==> config.mk <==
export PLATFORM = sky130hd
export DESIGN_NAME = fetch_queue_flat
export DESIGN_NICKNAME = d
export VERILOG_FILES = /design/src/rtl/fetch_queue_pkg.sv /design/src/rtl/fetch_queue_if.sv /design/src/rtl/fetch_fifo.sv /design/src/rtl/fetch_queue.sv /design/src/flat_wrapper.sv
export SDC_FILE = /design/constraint.sdc
export NUM_CORES = 1
export LEC_CHECK = 0
export BUFFER_PORTS_ARGS = -buffer_cell sky130_fd_sc_hd__buf_2
export CORE_MARGIN = 5
export CORE_UTILIZATION = 35
export CTS_BUF_LIST = sky130_fd_sc_hd__clkbuf_2
export DETAILED_ROUTE_END_ITERATION = 10
export GPL_TIMING_DRIVEN = 0
export PLACE_DENSITY = 0.58
export SETUP_SLACK_MARGIN = 0.2
export SYNTH_ARGS = -nofsm -noshare
export SYNTH_HDL_FRONTEND = slang
export SYNTH_SLANG_ARGS = --single-unit
==> constraint.sdc <==
create_clock -name clk_i -period 3.15 [get_ports clk_i]
set_input_delay 0 -clock clk_i [delete_from_list [all_inputs] [get_ports clk_i]]
set_output_delay 0 -clock clk_i [all_outputs]
set_load 0.05 [all_outputs]
==> src/rtl/fetch_queue_pkg.sv <==
// Shared types and constants for the instruction-fetch front end.
package fetch_queue_pkg;

    typedef enum logic [1:0] {
        FQ_IDLE  = 2'd0,
        FQ_ISSUE = 2'd1,
        FQ_DROP  = 2'd2
    } fq_state_t;

    localparam logic [31:0] NOP_INST = 32'h0;
    localparam int unsigned PC_STEP  = 4;

endpackage

==> src/rtl/fetch_queue_if.sv <==
// Fetch-queue bundle: imem request/ack, redirect, IF/ID dequeue and head-of-queue outputs.
// master = fetch queue, slave = surrounding pipeline and instruction memory.
interface fetch_queue_if #(
    parameter int unsigned ADDR_W = 32,
    parameter int unsigned DATA_W = 32,
    parameter int unsigned DEPTH  = 4
);
    logic                     start_i;
    logic                     imem_req_o;
    logic [ADDR_W-1:0]        imem_addr_o;
    logic                     imem_ack_i;
    logic [DATA_W-1:0]        imem_data_i;
    logic                     redirect_i;
    logic [ADDR_W-1:0]        redirect_pc_i;
    logic                     deq_i;
    logic                     inst_valid_o;
    logic [DATA_W-1:0]        inst_o;
    logic [ADDR_W-1:0]        pc_plus4_o;
    logic [$clog2(DEPTH):0]   count_o;

    modport master (
        input  start_i, imem_ack_i, imem_data_i, redirect_i, redirect_pc_i, deq_i,
        output imem_req_o, imem_addr_o, inst_valid_o, inst_o, pc_plus4_o, count_o
    );

    modport slave (
        output start_i, imem_ack_i, imem_data_i, redirect_i, redirect_pc_i, deq_i,
        input  imem_req_o, imem_addr_o, inst_valid_o, inst_o, pc_plus4_o, count_o
    );
endinterface

==> src/rtl/fetch_fifo.sv <==
// Generic DEPTH-entry FIFO with synchronous flush (flush beats push/pop).
// Latency: push visible at head next cycle. Backpressure: push ignored when full without a pop.
// Pop while empty is ignored.
module fetch_fifo #(
    parameter int unsigned WIDTH = 64,
    parameter int unsigned DEPTH = 4
) (
    input  logic                   clk_i,
    input  logic                   rst_i,
    input  logic                   push,
    input  logic                   pop,
    input  logic                   flush,
    input  logic [WIDTH-1:0]       wdata,
    output logic [WIDTH-1:0]       rdata,
    output logic [$clog2(DEPTH):0] count
);
    localparam int unsigned PTR_W = $clog2(DEPTH);
    localparam int unsigned CNT_W = PTR_W + 1;

    logic [WIDTH-1:0] mem [DEPTH];
    logic [PTR_W-1:0] wr_ptr;
    logic [PTR_W-1:0] rd_ptr;
    logic             do_push;
    logic             do_pop;

    assign do_pop  = pop && (count != '0);
    assign do_push = push && ((count != CNT_W'(DEPTH)) || do_pop);
    assign rdata   = mem[rd_ptr];

    always_ff @(posedge clk_i) begin
        if (do_push) begin
            mem[wr_ptr] <= wdata;
        end
    end

    // Pointers are PTR_W bits wide, so DEPTH being a power of two gives free wrap.
    always_ff @(posedge clk_i or posedge rst_i) begin
        if (rst_i) begin
            wr_ptr <= '0;
            rd_ptr <= '0;
            count  <= '0;
        end else if (flush) begin
            wr_ptr <= '0;
            rd_ptr <= '0;
            count  <= '0;
        end else begin
            if (do_push) wr_ptr <= wr_ptr + PTR_W'(1);
            if (do_pop)  rd_ptr <= rd_ptr + PTR_W'(1);
            count <= count + CNT_W'(do_push) - CNT_W'(do_pop);
        end
    end
endmodule

==> src/rtl/fetch_queue.sv <==
// Fetch front end: fetch PC, single-outstanding imem requests, prefetch FIFO of {inst, pc+4}.
// Latency: start -> req next cycle; ack -> inst_valid next cycle. Backpressure: no issue while FIFO full.
// FQ_PERF_EN adds saturating perf_flush_o / perf_stall_o counters.
module fetch_queue
    import fetch_queue_pkg::*;
#(
    parameter int unsigned       ADDR_W   = 32,
    parameter int unsigned       DATA_W   = 32,
    parameter int unsigned       DEPTH    = 4,
    parameter logic [ADDR_W-1:0] RESET_PC = '0
) (
    input  logic           clk_i,
    input  logic           rst_i,
    fetch_queue_if.master  fq
`ifdef FQ_PERF_EN
    ,
    output logic [15:0]    perf_flush_o,
    output logic [15:0]    perf_stall_o
`endif
);
    localparam int unsigned CNT_W = $clog2(DEPTH) + 1;
    localparam int unsigned WIDTH = DATA_W + ADDR_W;
    localparam logic [ADDR_W-1:0] ALIGN_MASK = ~ADDR_W'(3);

    fq_state_t         state;
    fq_state_t         state_nxt;
    logic [ADDR_W-1:0] fetch_pc;
    logic [ADDR_W-1:0] drop_addr;
    logic [ADDR_W-1:0] pc_next4;
    logic [WIDTH-1:0]  fifo_rdata;
    logic [CNT_W-1:0]  count;
    logic [CNT_W-1:0]  count_after;
    logic              fifo_valid;
    logic              ack_push;
    logic              pop_eff;

    assign pc_next4    = fetch_pc + ADDR_W'(PC_STEP);
    assign fifo_valid  = (count != '0);
    assign ack_push    = (state == FQ_ISSUE) && fq.imem_ack_i && !fq.redirect_i;
    assign pop_eff     = fq.deq_i && fifo_valid && !fq.redirect_i;
    assign count_after = count + CNT_W'(ack_push) - CNT_W'(pop_eff);

    fetch_fifo #(
        .WIDTH (WIDTH),
        .DEPTH (DEPTH)
    ) u_fifo (
        .clk_i (clk_i),
        .rst_i (rst_i),
        .push  (ack_push),
        .pop   (fq.deq_i),
        .flush (fq.redirect_i),
        .wdata ({fq.imem_data_i, pc_next4}),
        .rdata (fifo_rdata),
        .count (count)
    );

    always_ff @(posedge clk_i or posedge rst_i) begin
        if (rst_i) begin
            state <= FQ_IDLE;
        end else begin
            state <= state_nxt;
        end
    end

    // An issued request cannot be withdrawn, so a redirect while it is in flight parks in DROP.
    always_comb begin
        state_nxt = state;
        case (state)
            FQ_IDLE: begin
                if (fq.start_i && (count < CNT_W'(DEPTH))) state_nxt = FQ_ISSUE;
            end
            FQ_ISSUE: begin
                if (fq.redirect_i && fq.imem_ack_i) begin
                    state_nxt = FQ_IDLE;
                end else if (fq.redirect_i) begin
                    state_nxt = FQ_DROP;
                end else if (fq.imem_ack_i) begin
                    state_nxt = (fq.start_i && (count_after < CNT_W'(DEPTH))) ? FQ_ISSUE : FQ_IDLE;
                end
            end
            FQ_DROP: begin
                if (fq.imem_ack_i) state_nxt = FQ_IDLE;
            end
            default: state_nxt = FQ_IDLE;
        endcase
    end

    always_comb begin
        fq.imem_req_o   = (state != FQ_IDLE);
        fq.imem_addr_o  = (state == FQ_DROP) ? drop_addr : fetch_pc;
        fq.inst_valid_o = fifo_valid;
        fq.inst_o       = DATA_W'(NOP_INST);
        fq.pc_plus4_o   = '0;
        fq.count_o      = count;
        if (fifo_valid) begin
            fq.inst_o     = fifo_rdata[WIDTH-1:ADDR_W];
            fq.pc_plus4_o = fifo_rdata[ADDR_W-1:0];
        end
    end

    // drop_addr keeps the abandoned request's address on the bus while fetch_pc follows redirects.
    always_ff @(posedge clk_i or posedge rst_i) begin
        if (rst_i) begin
            fetch_pc  <= RESET_PC & ALIGN_MASK;
            drop_addr <= RESET_PC & ALIGN_MASK;
        end else begin
            if (fq.redirect_i) begin
                fetch_pc <= fq.redirect_pc_i & ALIGN_MASK;
            end else if (ack_push) begin
                fetch_pc <= pc_next4;
            end
            if ((state == FQ_ISSUE) && fq.redirect_i) begin
                drop_addr <= fetch_pc;
            end
        end
    end

`ifdef FQ_PERF_EN
    always_ff @(posedge clk_i or posedge rst_i) begin
        if (rst_i) begin
            perf_flush_o <= '0;
            perf_stall_o <= '0;
        end else begin
            if (fq.redirect_i && (perf_flush_o != 16'hFFFF)) begin
                perf_flush_o <= perf_flush_o + 16'd1;
            end
            if (!fifo_valid && fq.start_i && (perf_stall_o != 16'hFFFF)) begin
                perf_stall_o <= perf_stall_o + 16'd1;
            end
        end
    end
`endif
endmodule

==> src/flat_wrapper.sv <==
// flat-port wrapper written by rule: the top's interface ports become plain ports
module fetch_queue_flat import fetch_queue_pkg::*;
#(
    parameter int unsigned       ADDR_W   = 32,
    parameter int unsigned       DATA_W   = 32,
    parameter int unsigned       DEPTH    = 4,
    parameter logic [ADDR_W-1:0] RESET_PC = '0
)
  (clk_i, rst_i, fq_start_i, fq_imem_ack_i, fq_imem_data_i, fq_redirect_i, fq_redirect_pc_i, fq_deq_i, fq_imem_req_o, fq_imem_addr_o, fq_inst_valid_o, fq_inst_o, fq_pc_plus4_o, fq_count_o);
  fetch_queue_if #(.ADDR_W(ADDR_W), .DATA_W(DATA_W), .DEPTH(DEPTH)) fq_i ();
  input  logic clk_i;
  input  logic rst_i;
  input wire logic [$bits(fq_i.start_i)-1:0] fq_start_i;
  input wire logic [$bits(fq_i.imem_ack_i)-1:0] fq_imem_ack_i;
  input wire logic [$bits(fq_i.imem_data_i)-1:0] fq_imem_data_i;
  input wire logic [$bits(fq_i.redirect_i)-1:0] fq_redirect_i;
  input wire logic [$bits(fq_i.redirect_pc_i)-1:0] fq_redirect_pc_i;
  input wire logic [$bits(fq_i.deq_i)-1:0] fq_deq_i;
  output wire logic [$bits(fq_i.imem_req_o)-1:0] fq_imem_req_o;
  output wire logic [$bits(fq_i.imem_addr_o)-1:0] fq_imem_addr_o;
  output wire logic [$bits(fq_i.inst_valid_o)-1:0] fq_inst_valid_o;
  output wire logic [$bits(fq_i.inst_o)-1:0] fq_inst_o;
  output wire logic [$bits(fq_i.pc_plus4_o)-1:0] fq_pc_plus4_o;
  output wire logic [$bits(fq_i.count_o)-1:0] fq_count_o;
  assign fq_i.start_i = fq_start_i;
  assign fq_i.imem_ack_i = fq_imem_ack_i;
  assign fq_i.imem_data_i = fq_imem_data_i;
  assign fq_i.redirect_i = fq_redirect_i;
  assign fq_i.redirect_pc_i = fq_redirect_pc_i;
  assign fq_i.deq_i = fq_deq_i;
  assign fq_imem_req_o = fq_i.imem_req_o;
  assign fq_imem_addr_o = fq_i.imem_addr_o;
  assign fq_inst_valid_o = fq_i.inst_valid_o;
  assign fq_inst_o = fq_i.inst_o;
  assign fq_pc_plus4_o = fq_i.pc_plus4_o;
  assign fq_count_o = fq_i.count_o;
  fetch_queue #(.ADDR_W(ADDR_W), .DATA_W(DATA_W), .DEPTH(DEPTH), .RESET_PC(RESET_PC)) u_core (.clk_i(clk_i), .rst_i(rst_i), .fq(fq_i));
endmodule
Word level (Yosys, flattened, before mapping)

Memory sizes are Yosys's and may differ from the RTL's.
Cells that the tools add are included.

Add/subtract/negate cells: 7
Magnitude comparators: 2
Eq/ne operators: 6
Multiplexer cells: 19
Reduce and logical (&&, ||, !) cells: 18

Operators by type and width:

| cell                                          | count |
|---|---|
| 2-to-1 mux 32 bit                             | 5 |
| adder 32 x 3 -> 32 bit, second input constant | 1 |
| 2-to-1 mux 2 bit                              | 9 |
| logical AND 1 bit                             | 9 |
| nonzero test 2 bit                            | 4 |
| adder 3 x 1 -> 3 bit                          | 2 |
| < comparator 3 bit, second input constant     | 2 |
| case mux 2 bit (3 select lines)               | 1 |
| subtractor 3 x 1 -> 3 bit                     | 2 |
| adder 2 x 1 -> 2 bit, second input constant   | 2 |
| != test 4 bit, second input constant          | 1 |
| 2-to-1 mux 1 bit                              | 3 |
| 2-to-1 mux 3 bit                              | 1 |
| != test 3 bit, second input constant          | 1 |
| AND reduction 3 bit                           | 1 |
| nonzero test 3 bit                            | 1 |
| == test 2 x 1 -> 1 bit, second input constant | 1 |
| == test 2 bit, second input constant          | 1 |
| logical NOT 2 bit                             | 1 |
| != test 2 x 1 -> 1 bit, second input constant | 1 |
| != test 2 bit, second input constant          | 1 |
| logical NOT 1 bit                             | 1 |
| logical OR 1 bit                              | 1 |

Bits in registers: 73
Bits in writable memories: 256
Input port bits: 70
Output and inout port bits: 101
Logic and storage cells: 59
Memories: 1

Memory list:

| name              | depth | width | read ports | clocked after memory_dff | wr ports | RTL line         | source |
|---|---|---|---|---|---|---|---|
| u_core.u_fifo.mem | 4     | 64    | 1          | 0                        | 1        | fetch_fifo.sv:20 | `logic [WIDTH-1:0] mem [DEPTH];` |

Depth between registers and ports, before layout

Gate-level depths: netlist (run 1).

Depth in word-level cells: 12
Depth in mapped cells: 11
Mapped depth without buffers: 10

Hierarchy

From an unflattened synthesis (run 1), not the netlist that was laid out.

Cells, all modules: 863
Area, all modules: 14036.0 um^2

By module, submodules not included:

| module      | times used | cells an instance | area each (um^2) | seq. area each (um^2) |
|---|---|---|---|---|
| fetch_fifo  | 1          | 378               | 9663.0           | 7862.5 |
| fetch_queue | 1          | 485               | 4372.9           | 1551.5 |

Worst setup path after synthesis (run 1)

No wires, ideal clock.

Kind: register to register
From: register u_core.u_fifo.count[1]
To: memory u_core.u_fifo.mem[2][10], enable pin
Setup time: 0.426 ns
Arrival time: 2.774 ns
Data required time: 2.724 ns
Setup slack: -0.050 ns
Stages on the path, launching flop included: 4
Buffers on the path: 0
Period minus slack after synthesis: 3.200 ns
Cell sequence: dfrtp_1 nor4b_1 nor3_1 and2_1

Cells in the longest elaborated chain, start to end: 6
Elaborated cells between the ends (all ways): 7
Classes of those cells: 1 x eq/ne; 2 x mux; 4 x reduce/logical

Ends and longest elaborated chain:

| what                                       | RTL line         | source |
|---|---|---|
| start, declared                            | fetch_fifo.sv:15 | `output logic [$clog2(DEPTH):0] count` |
| start signal, assigned                     | fetch_fifo.sv:49 | `count <= count + CNT_W'(do_push) - CNT_W'(do_pop);` |
| nonzero test 3 bit                         | fetch_fifo.sv:26 | `assign do_pop = pop && (count != '0);` |
| logical AND 1 bit                          | fetch_fifo.sv:26 |  |
| logical OR 1 bit (*)                       | fetch_fifo.sv:27 | `assign do_push = push && ((count != CNT_W'(DEPTH)) \|\| do_pop);` |
| logical AND 1 bit (*)                      | fetch_fifo.sv:27 |  |
| 2-to-1 mux 1 bit (*)                       | fetch_fifo.sv:31 | `if (do_push) begin` |
| 2-to-1 mux 1 bit (implied by the code) (*) | fetch_fifo.sv:32 | `mem[wr_ptr] <= wdata;` |
| end, declared                              | fetch_fifo.sv:20 |  |

Mark *: on every way between the ends. The rest lies on a longest branch, timed or not.

Final worst setup path (run 1)

From: register u_core.fetch_pc[2]
To: register u_core.fetch_pc[24]

Cells in the longest elaborated chain, start to end: 3

Ends and longest elaborated chain:

| what                   | RTL line           | source |
|---|---|---|
| start, declared        | fetch_queue.sv:27  | `logic [ADDR_W-1:0] fetch_pc;` |
| start signal, assigned | fetch_queue.sv:104 | `fetch_pc <= RESET_PC & ALIGN_MASK;` |
| start signal, assigned | fetch_queue.sv:108 | `fetch_pc <= fq.redirect_pc_i & ALIGN_MASK;` |
| start signal, assigned | fetch_queue.sv:110 | `fetch_pc <= pc_next4;` |
| adder 32 x 3 -> 32 bit | fetch_queue.sv:37  | `assign pc_next4 = fetch_pc + ADDR_W'(PC_STEP);` |
| 2-to-1 mux 32 bit      | fetch_queue.sv:109 | `end else if (ack_push) begin` |
| 2-to-1 mux 32 bit      | fetch_queue.sv:107 | `if (fq.redirect_i) begin` |

No other way between the ends. The select of a mux whose other input is x is not followed.
A chain may end at the register's enable or synchronous reset.

==> results of run 1 <==
## flip-flops by register name (all words and copies together), names as in the netlist
signal	count
u_core.state	2
u_core.u_fifo.mem	248
u_core.u_fifo.wr_ptr	2
u_core.fetch_pc	30
u_core.drop_addr	30
u_core.u_fifo.rd_ptr	2
u_core.u_fifo.count	3
## cell type report
| class | count | area (sq um) |
|---|---|---|
| antenna | 2 | 5.005 |
| buffer | 68 | 360.3 |
| clock buffer | 124 | 620.6 |
| clock inverter | 26 | 125.1 |
| fill | 3568 | 20840 |
| inverter | 15 | 58.81 |
| multi-input combinational | 462 | 4278 |
| sequential | 317 | 9174 |
| tap | 518 | 648.1 |
| timing repair buffer | 347 | 2718 |
## Yosys cell counts, types with 7 or more instances
library cell  count  area share
a31oi_1          15      0.0068
and2_1           68       0.031
and4_1            7      0.0044
buf_2            14      0.0051
buf_4             9      0.0049
clkbuf_1         37       0.010
dfrtp_1          69        0.13
edfxtp_1        248        0.54
ha_1              9      0.0082
inv_1            15      0.0041
mux2_2           57       0.047
mux4_2           62        0.10
nand2_1          40       0.011
nand3_1          13      0.0047
nand4_1          12      0.0054
nor2_1           32      0.0087
nor4_1            9      0.0041
o21ai_0          20      0.0073
o31ai_1          10      0.0054
or3_1             7      0.0032
or4_1            12      0.0065
xnor2_1          26       0.017
xor2_1           16       0.010
## where the power goes
group          switching [mW]  leakage, nW  internal, mW
sequential              0.168         3.06          4.93
clock                    1.74        0.561          1.06
combinational            3.45         3.11          1.80
## metrics by stage
step                      hold slack, ns  setup slack [ns]  TNS, ns
final                             0.1319            0.3267        0
after global routing             0.08496            0.1305        0
after CTS                        0.03282            0.2036        0
after detailed placement         0.05825            0.1605        0
after global placement            0.2127           -0.4380  -104.15
after floorplan                  0.06314            0.6056        0
## per-layer routing
layer,GRT usage,wire [um],vias up
met5,0,0,-
met4,0.05685,876,0
met3,0.04037,1930,60
met2,0.2739,17660,265
met1,0.2133,15110,4563
li1,-,-,4210
## path summary, 6_finish.rpt
path | startpoint | to | slack [ns] | cells past startpoint
worst max-delay path | u_core.fetch_pc[2]$_DFFE_PP0N_ | u_core.fetch_pc[24]$_DFFE_PP0N_ | 0.33 | 7
worst min-delay path | fq_imem_ack_i | u_core.u_fifo.wr_ptr[1]$_DFFE_PP0P_ | 0.13 | 6
worst max register to register | u_core.fetch_pc[2]$_DFFE_PP0N_ | u_core.fetch_pc[24]$_DFFE_PP0N_ | 0.33 | 7
worst min register to register | u_core.drop_addr[2]$_DFFE_PP0P_ | u_core.drop_addr[2]$_DFFE_PP0P_ | 0.49 | 2
max in group asynchronous | rst_i | u_core.drop_addr[8]$_DFFE_PP0P_ | 2.35 | 5
min in group asynchronous | rst_i | u_core.fetch_pc[30]$_DFFE_PP0N_ | 0.20 | 4
## cells by family after synthesis
kind of cell	count (synthesis)
multiplexers	120
buffers and inverters	83
AND/OR/NAND/NOR	229
flip-flops	317
other	1
adder cells (fa/ha/maj)	10
AO/OA/AOI/OAI	56
XOR/XNOR	43
## worst reg2reg max path, stage by stage (launching register included)
cell and delay, ns:
dfrtp_1 0.45, ha_1 0.28, nand4_1 0.12, buf_4 0.18, or4_1 0.48, o311a_1 0.32
a311o_1 0.32, dlygate4sd3_1 0.56
## repair_timing
action / CTS / global route
pin swaps: 0 / 3
gates resized for setup: 22 / 10
hold buffers: 171 / 0
endpoints found under the hold margin: 292 / 0
buffers inserted: 0 / 8
gates cloned: 0 / 0
endpoints found under the setup margin: 64 / 74
==> flow_summary.ini, run 1 <==
[final_layout]
drive_gt1_frac = 0.3606
stdcell_area_sq_mm = 0.01799
nets = 1377
final_core_util = 0.4633
layout_common_cells = edfxtp_1, buf_2, dlygate4sd3_1, clkbuf_2, dfrtp_1
final_common_cell = edfxtp_1
area_growth_pct = 30.55
finalNonFillerCells = 1879

[drt]
dr.pass1.iters = 5
via_per_inst = 4.842
post-route-drc-count = 0
routed_wl_um = 35570
drtIter0Drc = 441
wire_per_inst_um = 18.93
drt.antenna.violating_nets = 0
num_vias = 9098

[logic_synthesis]
synth_xor_area_frac = 0.02788
synth_top_family_by_area = multiplexers
yosys.area_share.simple = 0.09453
synth_compound_area_frac = 0.02624
synthArstFlopShare = 0.2177
synth_adder_area_share = 0.009626
ys_ff_latch = 317
ys_types = 53
synth_edf_count = 248
synth_cells = 859
synth_area_per_cell_sq_um = 16.04
ys.flop_type = edfxtp_1
ys_seq_area_frac = 0.6658
synthMuxAreaShare = 0.1487
synth_area_sq_mm = 0.01378
ys.warnings.count = 0

[die]
die_y_um = 208.4
ios = 171
die_area_sq_mm = 0.04343
die_width_um = 208.4
design.core.area_sq_mm = 0.03883
row_count = 72
start_util = 0.3549

[placed_design]
dpl.cell_count = 1548
port_buffers = 163
gp_congestion = 0.8451
hpwl_um = 22570
place_area_sq_mm = 0.01540

[cts]
htree_levels = 3
insertion_delay_ns = 0.94
clockBufferDepth = 3
numCtsBuffers = 86
path_clk_slew_ns = 0.11
root_buffer = clkbuf_2
clkSinkCount = 317
cts_tree = yes

[pwr]
power_density_mw_per_mm2 = 730.8
irDropWorstVdd_mv = 0.3733
power_mw = 13.15
p_leak_nw = 6.734

[worst_setup_path]
worstPathArrival_ns = 3.63
crit_required_ns = 3.95
crit_path_start_kind = flop
crit_type = flop to flop
endpoint_kind = flop
critical_path.max_stage_delay_ns = 0.56
cp_max_fo = 6
cp_num_buf_inv = 2
crit_family = buffers and inverters
cpMaxStageDelayCell = dlygate4sd3_1
cp_cell_sequence = ha_1 > nand4_1 > buf_4 > or4_1 > o311a_1 > a311o_1 > dlygate4sd3_1

[sta]
fin_skew_ns = 0.03659
rsz0062_at_grt = yes
slew_viol_final = 0
min_period_over_period = 0.8963
fmax_mhz = 354.2
final_hold_viol_count = 0
period_needed_ns = 2.823
finalSetupViolCount = 0
relSlewSlack = 0.3637
worstMarginPinSlew_ns = 0.9457

[global_routing]
grt_overflow = 0
grt_usage = 0.1651
grt_pass1_wl_um = 56170
grt_pass1_vias = 9816
antenna_found_initial = 2
grt_max_degree = 54

[worst_hold_path]
holdCritPathClass = input port to flop

[status]
status = finished clean

[flow_run]
drv_cap = 0
No activity file was read; power rests on OpenSTA's default activity.
==> run 2, diff against run 1 <==
--- a/config.mk
+++ b/config.mk
@@ -8,10 +8,11 @@
 export BUFFER_PORTS_ARGS = -buffer_cell sky130_fd_sc_hd__buf_2
 export CORE_MARGIN = 5
 export CORE_UTILIZATION = 35
-export CTS_BUF_LIST = sky130_fd_sc_hd__clkbuf_2
+export CTS_BUF_LIST = sky130_fd_sc_hd__clkbuf_8
 export DETAILED_ROUTE_END_ITERATION = 10
 export GPL_TIMING_DRIVEN = 0
 export PLACE_DENSITY = 0.58
+export REMOVE_ABC_BUFFERS = 1
 export SETUP_SLACK_MARGIN = 0.2
 export SYNTH_ARGS = -nofsm -noshare
 export SYNTH_HDL_FRONTEND = slang
==> constraint.sdc (replaced) <==
create_clock -name clk_i -period 2.3 [get_ports clk_i]
set_input_delay 0 -clock clk_i [delete_from_list [all_inputs] [get_ports clk_i]]
set_output_delay 0 -clock clk_i [all_outputs]
set_load 0.05 [all_outputs]
==> flow_summary.ini, run 2 (same netlist as run 1, synthesis figures left out) <==
[sta]
relSlewSlack = 0.5196
min_period_over_period = 1.021
period_needed_ns = 2.348
finalSetupViolCount = 14
fin_skew_ns = 0.02491
fin_tns_setup_ns = -0.1837
slew_viol_final = 0
final_hold_viol_count = 0
worstMarginPinSlew_ns = 0.7166
setup_ws_ns = -0.04785
hold_slack_ns = 0.1387
fmax_mhz = 425.9
rsz0062_at_grt = yes

[pwr]
pwr-share-seq = 0.328
irDropWorstVdd_mv = 0.8536
swShare = 0.3676
power_density_mw_per_mm2 = 1131
p_leak_nw = 7.040
pwr-share-comb = 0.439
power.switching_mw = 7.967
power_mw = 21.68
intPower_mw = 13.71
pwr-share-clk = 0.233

[drt]
post-route-drc-count = 0
via_per_inst = 5.063
drtIter0Drc = 615
drt.antenna.violating_nets = 0
routed_wl_um = 39460
num_vias = 9023
wire_per_inst_um = 22.15
dr.pass1.iters = 5

[placed_design]
gp_congestion = 0.7461
port_buffers = 164
hpwl_um = 20570
dpl.cell_count = 1487

[worst_setup_path]
crit_required_ns = 2.30
cp_max_fo = 6
worstPathArrival_ns = 2.35
crit_type = flop to output port
endpoint_kind = output port
crit_path_start_kind = flop

[final_layout]
nets = 1299
final_common_cell = edfxtp_1
drive_gt1_frac = 0.4755
top_register = u_core.u_fifo.mem
finalNonFillerCells = 1782
largest_reg_flops = 248
n_antenna_cell = 0
largestRegisters = u_core.u_fifo.mem: 248 flops, u_core.drop_addr: 30 flops, u_core.fetch_pc: 30 flops
area_growth_pct = 39.14
layout_common_cells = edfxtp_1, buf_2, buf_4, dlygate4sd3_1, mux4_2
fillers = 3332

[cts]
htree_levels = 2
root_buffer = clkbuf_8
insertion_delay_ns = 0.62
clkSinkCount = 317
clockBufferDepth = 3
path_clk_slew_ns = 0.06
numCtsBuffers = 55
cts_tree = yes

[die]
ios = 171
die_area_sq_mm = 0.04343
start_util = 0.3549
row_count = 72
design.core.area_sq_mm = 0.03883
die_width_um = 208.4
die_y_um = 208.4

[global_routing]
grt_pass1_wl_um = 57340
grt_overflow = 0
grt_usage = 0.1727
antenna_found_initial = 2
grt_pass1_vias = 9223
grt_max_degree = 47

[flow_run]
drv_cap = 0

[worst_hold_path]
holdCritPathClass = input port to flop

[status]
violations = negative setup slack
status = finished, violations left
-- run 2: cell count changes in the layout (fill, tap and decap cells not counted), sizes merged, moves of 2 or more --
cell         previous run  this run
and2                   68        70
buf                   203       275
bufinv                  0         3
clkbuf                165        65
clkinv                 20        23
diode                   2         0
dlygate4sd3           171        81
inv                    16        28
-- run 2: what timing repair did --
action / CTS / global route
gates resized for setup: 206 / 81
pin swaps: 33 / 28
hold buffers: 81 / 0
setup endpoints to repair: 438 / 139
hold endpoints to repair: 235 / 0
buffers inserted: 48 / 47
cloned: 11 / 6
-- run 2: stage by stage --
stage               setup WS (ns)  utilization  cell area, sq um
floorplan                  -1.203            -             13470
global placement           -3.395       0.3849             14940
detailed placement         -1.517       0.3926             15240
CTS                      -0.09836       0.4753             18450
global route              -0.1336       0.4937             19170
finish                   -0.04785       0.4937             19170
-- run 2: routing by layer --
layer,vias to the layer above,wire length (um),GRT usage
met5,-,0,0
met4,0,976,0.04326
met3,56,2606,0.04443
met2,304,18350,0.2747
met1,4633,17530,0.2391
li1,4030,-,-
-- run 2: power by group through the flow --
stage | Clock [mW] | Combinational (mW) | Sequential, mW
global route | 5.48 | 10.0 | 7.17
detailed placement | 0 | 6.76 | 7.32
floorplan | 0 | 4.79 | 7.42
CTS | 5.23 | 8.94 | 7.12
global placement | 0 | 5.77 | 7.51
finish | 5.05 | 9.51 | 7.12
-- run 2: cell type report --
class	count	area [sq um]	area share
Clock buffer	59	812.0	0.04236
Clock inverter	43	269.0	0.01403
Inverter	15	67.56	0.003524
Multi-Input combinational cell	467	4698	0.2451
Sequential cell	317	9209	0.4804
Tap cell	518	648.1	0.03381
Timing Repair Buffer	362	3462	0.1806
Timing Repair inverter	1	5.005	0.0002611
-- run 2: worst paths after layout --
check | start | to | slack [ns] | cells after the start
hold reg to reg | u_core.drop_addr[29]$_DFFE_PP0P_ | u_core.drop_addr[29]$_DFFE_PP0P_ | 0.48 | 2
hold / removal | fq_imem_data_i[21] | u_core.u_fifo.mem[1][53]$_DFFE_PP_ | 0.14 | 2
setup reg to reg | u_core.fetch_pc[2]$_DFFE_PP0N_ | u_core.u_fifo.mem[3][30]$_DFFE_PP_ | 0.12 | 6
max in group asynchronous | rst_i | u_core.fetch_pc[16]$_DFFE_PP0N_ | 1.18 | 5
setup / recovery | u_core.u_fifo.rd_ptr[0]$_DFFE_PP0P_ | fq_pc_plus4_o[3] | -0.05 | 5
min in group asynchronous | rst_i | u_core.u_fifo.count[0]$_DFF_PP0_ | 0.51 | 4
-- run 2: worst max-delay path: stages, from the launching register on --
cell and delay, ns:
dfrtp_4 0.46, buf_4 0.21, buf_16 0.16, mux4_2 0.51, and2_1 0.19, buf_4 0.19
==> run 3, diff against run 2 <==
--- a/config.mk
+++ b/config.mk
@@ -16,4 +16,5 @@
 export SETUP_SLACK_MARGIN = 0.2
 export SYNTH_ARGS = -nofsm -noshare
 export SYNTH_HDL_FRONTEND = slang
+export SYNTH_HIERARCHICAL = 1
 export SYNTH_SLANG_ARGS = --single-unit
==> flow_summary.ini, run 3 <==
[status]
status = finished clean

[global_routing]
grt_pass1_wl_um = 55880
grt_usage = 0.1661
grt_overflow = 0
antenna_found_initial = 0
grt_max_degree = 63
grt_pass1_vias = 9060

[final_layout]
fillers = 3445
final_common_cell = edfxtp_1
layout_common_cells = edfxtp_1, buf_2, dlygate4sd3_1, mux4_2, and2_4
n_antenna_cell = 0
multiInputGateArea_sq_mm = 0.004768
regArea_sq_mm = 0.009447
area_growth_pct = 35.92
nets = 1257
stdcell_area_sq_mm = 0.01908
drive_gt1_frac = 0.4389
top_register = u_core/u_fifo/mem
largest_reg_flops = 256
largestRegisters = u_core/u_fifo/mem: 256 flops, u_core/drop_addr: 30 flops, u_core/fetch_pc: 30 flops

[pwr]
power_density_mw_per_mm2 = 1122
irDropWorstVdd_mv = 0.5157
power_mw = 21.40
p_leak_nw = 6.983

[cts]
clockBufferDepth = 3
path_clk_slew_ns = 0.06
cts_tree = yes
htree_levels = 2
numCtsBuffers = 52
root_buffer = clkbuf_8
clkSinkCount = 325
insertion_delay_ns = 0.61

[sta]
fin_skew_ns = 0.03037
period_needed_ns = 2.283
fin_tns_setup_ns = 0
finalSetupViolCount = 0
rsz0062_at_grt = yes
min_period_over_period = 0.9925
final_hold_viol_count = 0
slew_viol_final = 0
fmax_mhz = 438.1
worstMarginPinSlew_ns = 0.9934
relSlewSlack = 0.3370

[die]
die_width_um = 210.3
ios = 171
start_util = 0.3533
die_y_um = 210.3
design.core.area_sq_mm = 0.03973
row_count = 73
die_area_sq_mm = 0.04421

[logic_synthesis]
synth_top_family_by_area = multiplexers
yosysTopAreaCell = edfxtp_1
synth_area_sq_mm = 0.01404
synthArstFlopShare = 0.2123
ys_types = 50
synthMuxAreaShare = 0.1485
synth_area_per_cell_sq_um = 16.26
yosys.area_share.simple = 0.09182
synth.area.top_cells = edfxtp_1, dfrtp_1, mux4_2, mux2_2, and2_1
yosysTopAreaCellShare = 0.5477
ys_ff_latch = 325
ys_seq_area_frac = 0.6707
synth_adder_area_share = 0.009449
yosys-top-cells-count = edfxtp_1, and2_1, dfrtp_1
synth_compound_area_frac = 0.02532
synth_most_common_cell = edfxtp_1
synth_edf_count = 256
ys.warnings.count = 6
ys.flop_type = edfxtp_1
synth_xor_area_frac = 0.02746
synth_cells = 863

[worst_setup_path]
cp_max_fo = 8
r2r_cells = 9
cpMaxStageDelayCell = dfrtp_4
crit_type = flop to output port
crit_path_start_kind = flop
cp_cell_sequence = buf_12 > buf_16 > mux4_2 > and2_4 > buf_6
endpoint_kind = output port
critical_path.max_stage_delay_ns = 0.53
worstPathArrival_ns = 2.28
crit_required_ns = 2.30

[worst_hold_path]
holdCritPathClass = input port to async pin

[drt]
num_vias = 8605
routed_wl_um = 38360
via_per_inst = 4.954
drtIter0Drc = 452
wire_per_inst_um = 22.08
post-route-drc-count = 0
drt.antenna.violating_nets = 0
dr.pass1.iters = 5

[flow_run]
drv_cap = 0

[placed_design]
gp_congestion = 0.7253
place_area_sq_mm = 0.01549
hpwl_um = 20160
port_buffers = 166
## run 3: per-layer routing
metal | GRT usage | vias to the layer above | part of all wire
li1 | - | 3929 | -
met1 | 0.2084 | 4413 | 0.43
met2 | 0.2830 | 201 | 0.50
met3 | 0.03587 | 62 | 0.045
met4 | 0.06413 | 0 | 0.028
met5 | 0 | - | 0
## run 3: cell families (layout without fill, tap and decap cells)
family,count (synthesis),after routing
buf+inv,81,414
simple gates,226,233
fa+ha+maj,10,10
compound gates,55,55
mux,121,121
other cells,1,10
flops,325,325
xor+xnor,44,44
## run 3: worst max-delay path, delay by kind of cell (launching register included)
family / cells / cell delay [ns]
multiplexers: 1 / 0.51
buffers and inverters: 3 / 0.45
AND/OR/NAND/NOR: 1 / 0.16
flip-flops: 1 / 0.53
## run 3: final cells by class
cell class,instances,area share
Sequential cell,325,0.4952
Multi-Input combinational cell,473,0.2500
Timing Repair Buffer,306,0.1681
Clock buffer,54,0.03896
Tap cell,525,0.03443
Clock inverter,35,0.009379
Inverter,19,0.004001
## run 3: where the power goes
| part | internal, mW | switching (mW) | leakage [nW] |
|---|---|---|---|
| registers | 6.92 | 0.391 | 3.12 |
| clock network | 2.28 | 2.24 | 0.536 |
| logic | 4.36 | 5.22 | 3.33 |
## run 3: per-stage QoR
step | util | instances | hold WS, ns | worst slack, ns
global placement | 0.3840 | 1501 | -0.02625 | -2.825
finish | 0.4801 | 1737 | 0.1053 | 0.01719
detailed placement | 0.3898 | 1510 | 0.001437 | -0.7694
floorplan | - | 810 | -0.1966 | -1.309
global route | 0.4801 | 1737 | 0.1152 | -0.08458
CTS | 0.4703 | 1720 | 0.06158 | -0.07221
## run 3: worst paths after layout
| path | start | end | slack (ns) |
|---|---|---|---|
| worst min register to register | u_core/drop_addr[7]$_DFFE_PP0P_ | u_core/drop_addr[7]$_DFFE_PP0P_ | 0.48 |
| worst min-delay path | rst_i | u_core/drop_addr[29]$_DFFE_PP0P_ | 0.11 |
| min in group clk_i | fq_imem_ack_i | u_core/state[1]$_DFFE_PP0P_ | 0.14 |
| worst max register to register | u_core/u_fifo/count[0]$_DFF_PP0_ | u_core/u_fifo/count[1]$_DFF_PP0_ | 0.10 |
| worst max-delay path | u_core/u_fifo/rd_ptr[0]$_DFFE_PP0P_ | fq_inst_o[24] | 0.02 |
| max in group asynchronous | rst_i | u_core/fetch_pc[6]$_DFFE_PP0N_ | 1.49 |
## run 3: repair_timing
action,CTS,global route
setup buffers,34,13
pin swaps,14,17
hold buffers,76,0
endpoints found under the hold margin,234,0
resized for setup,291,63
endpoints found under the setup margin,440,357
cloned,11,4
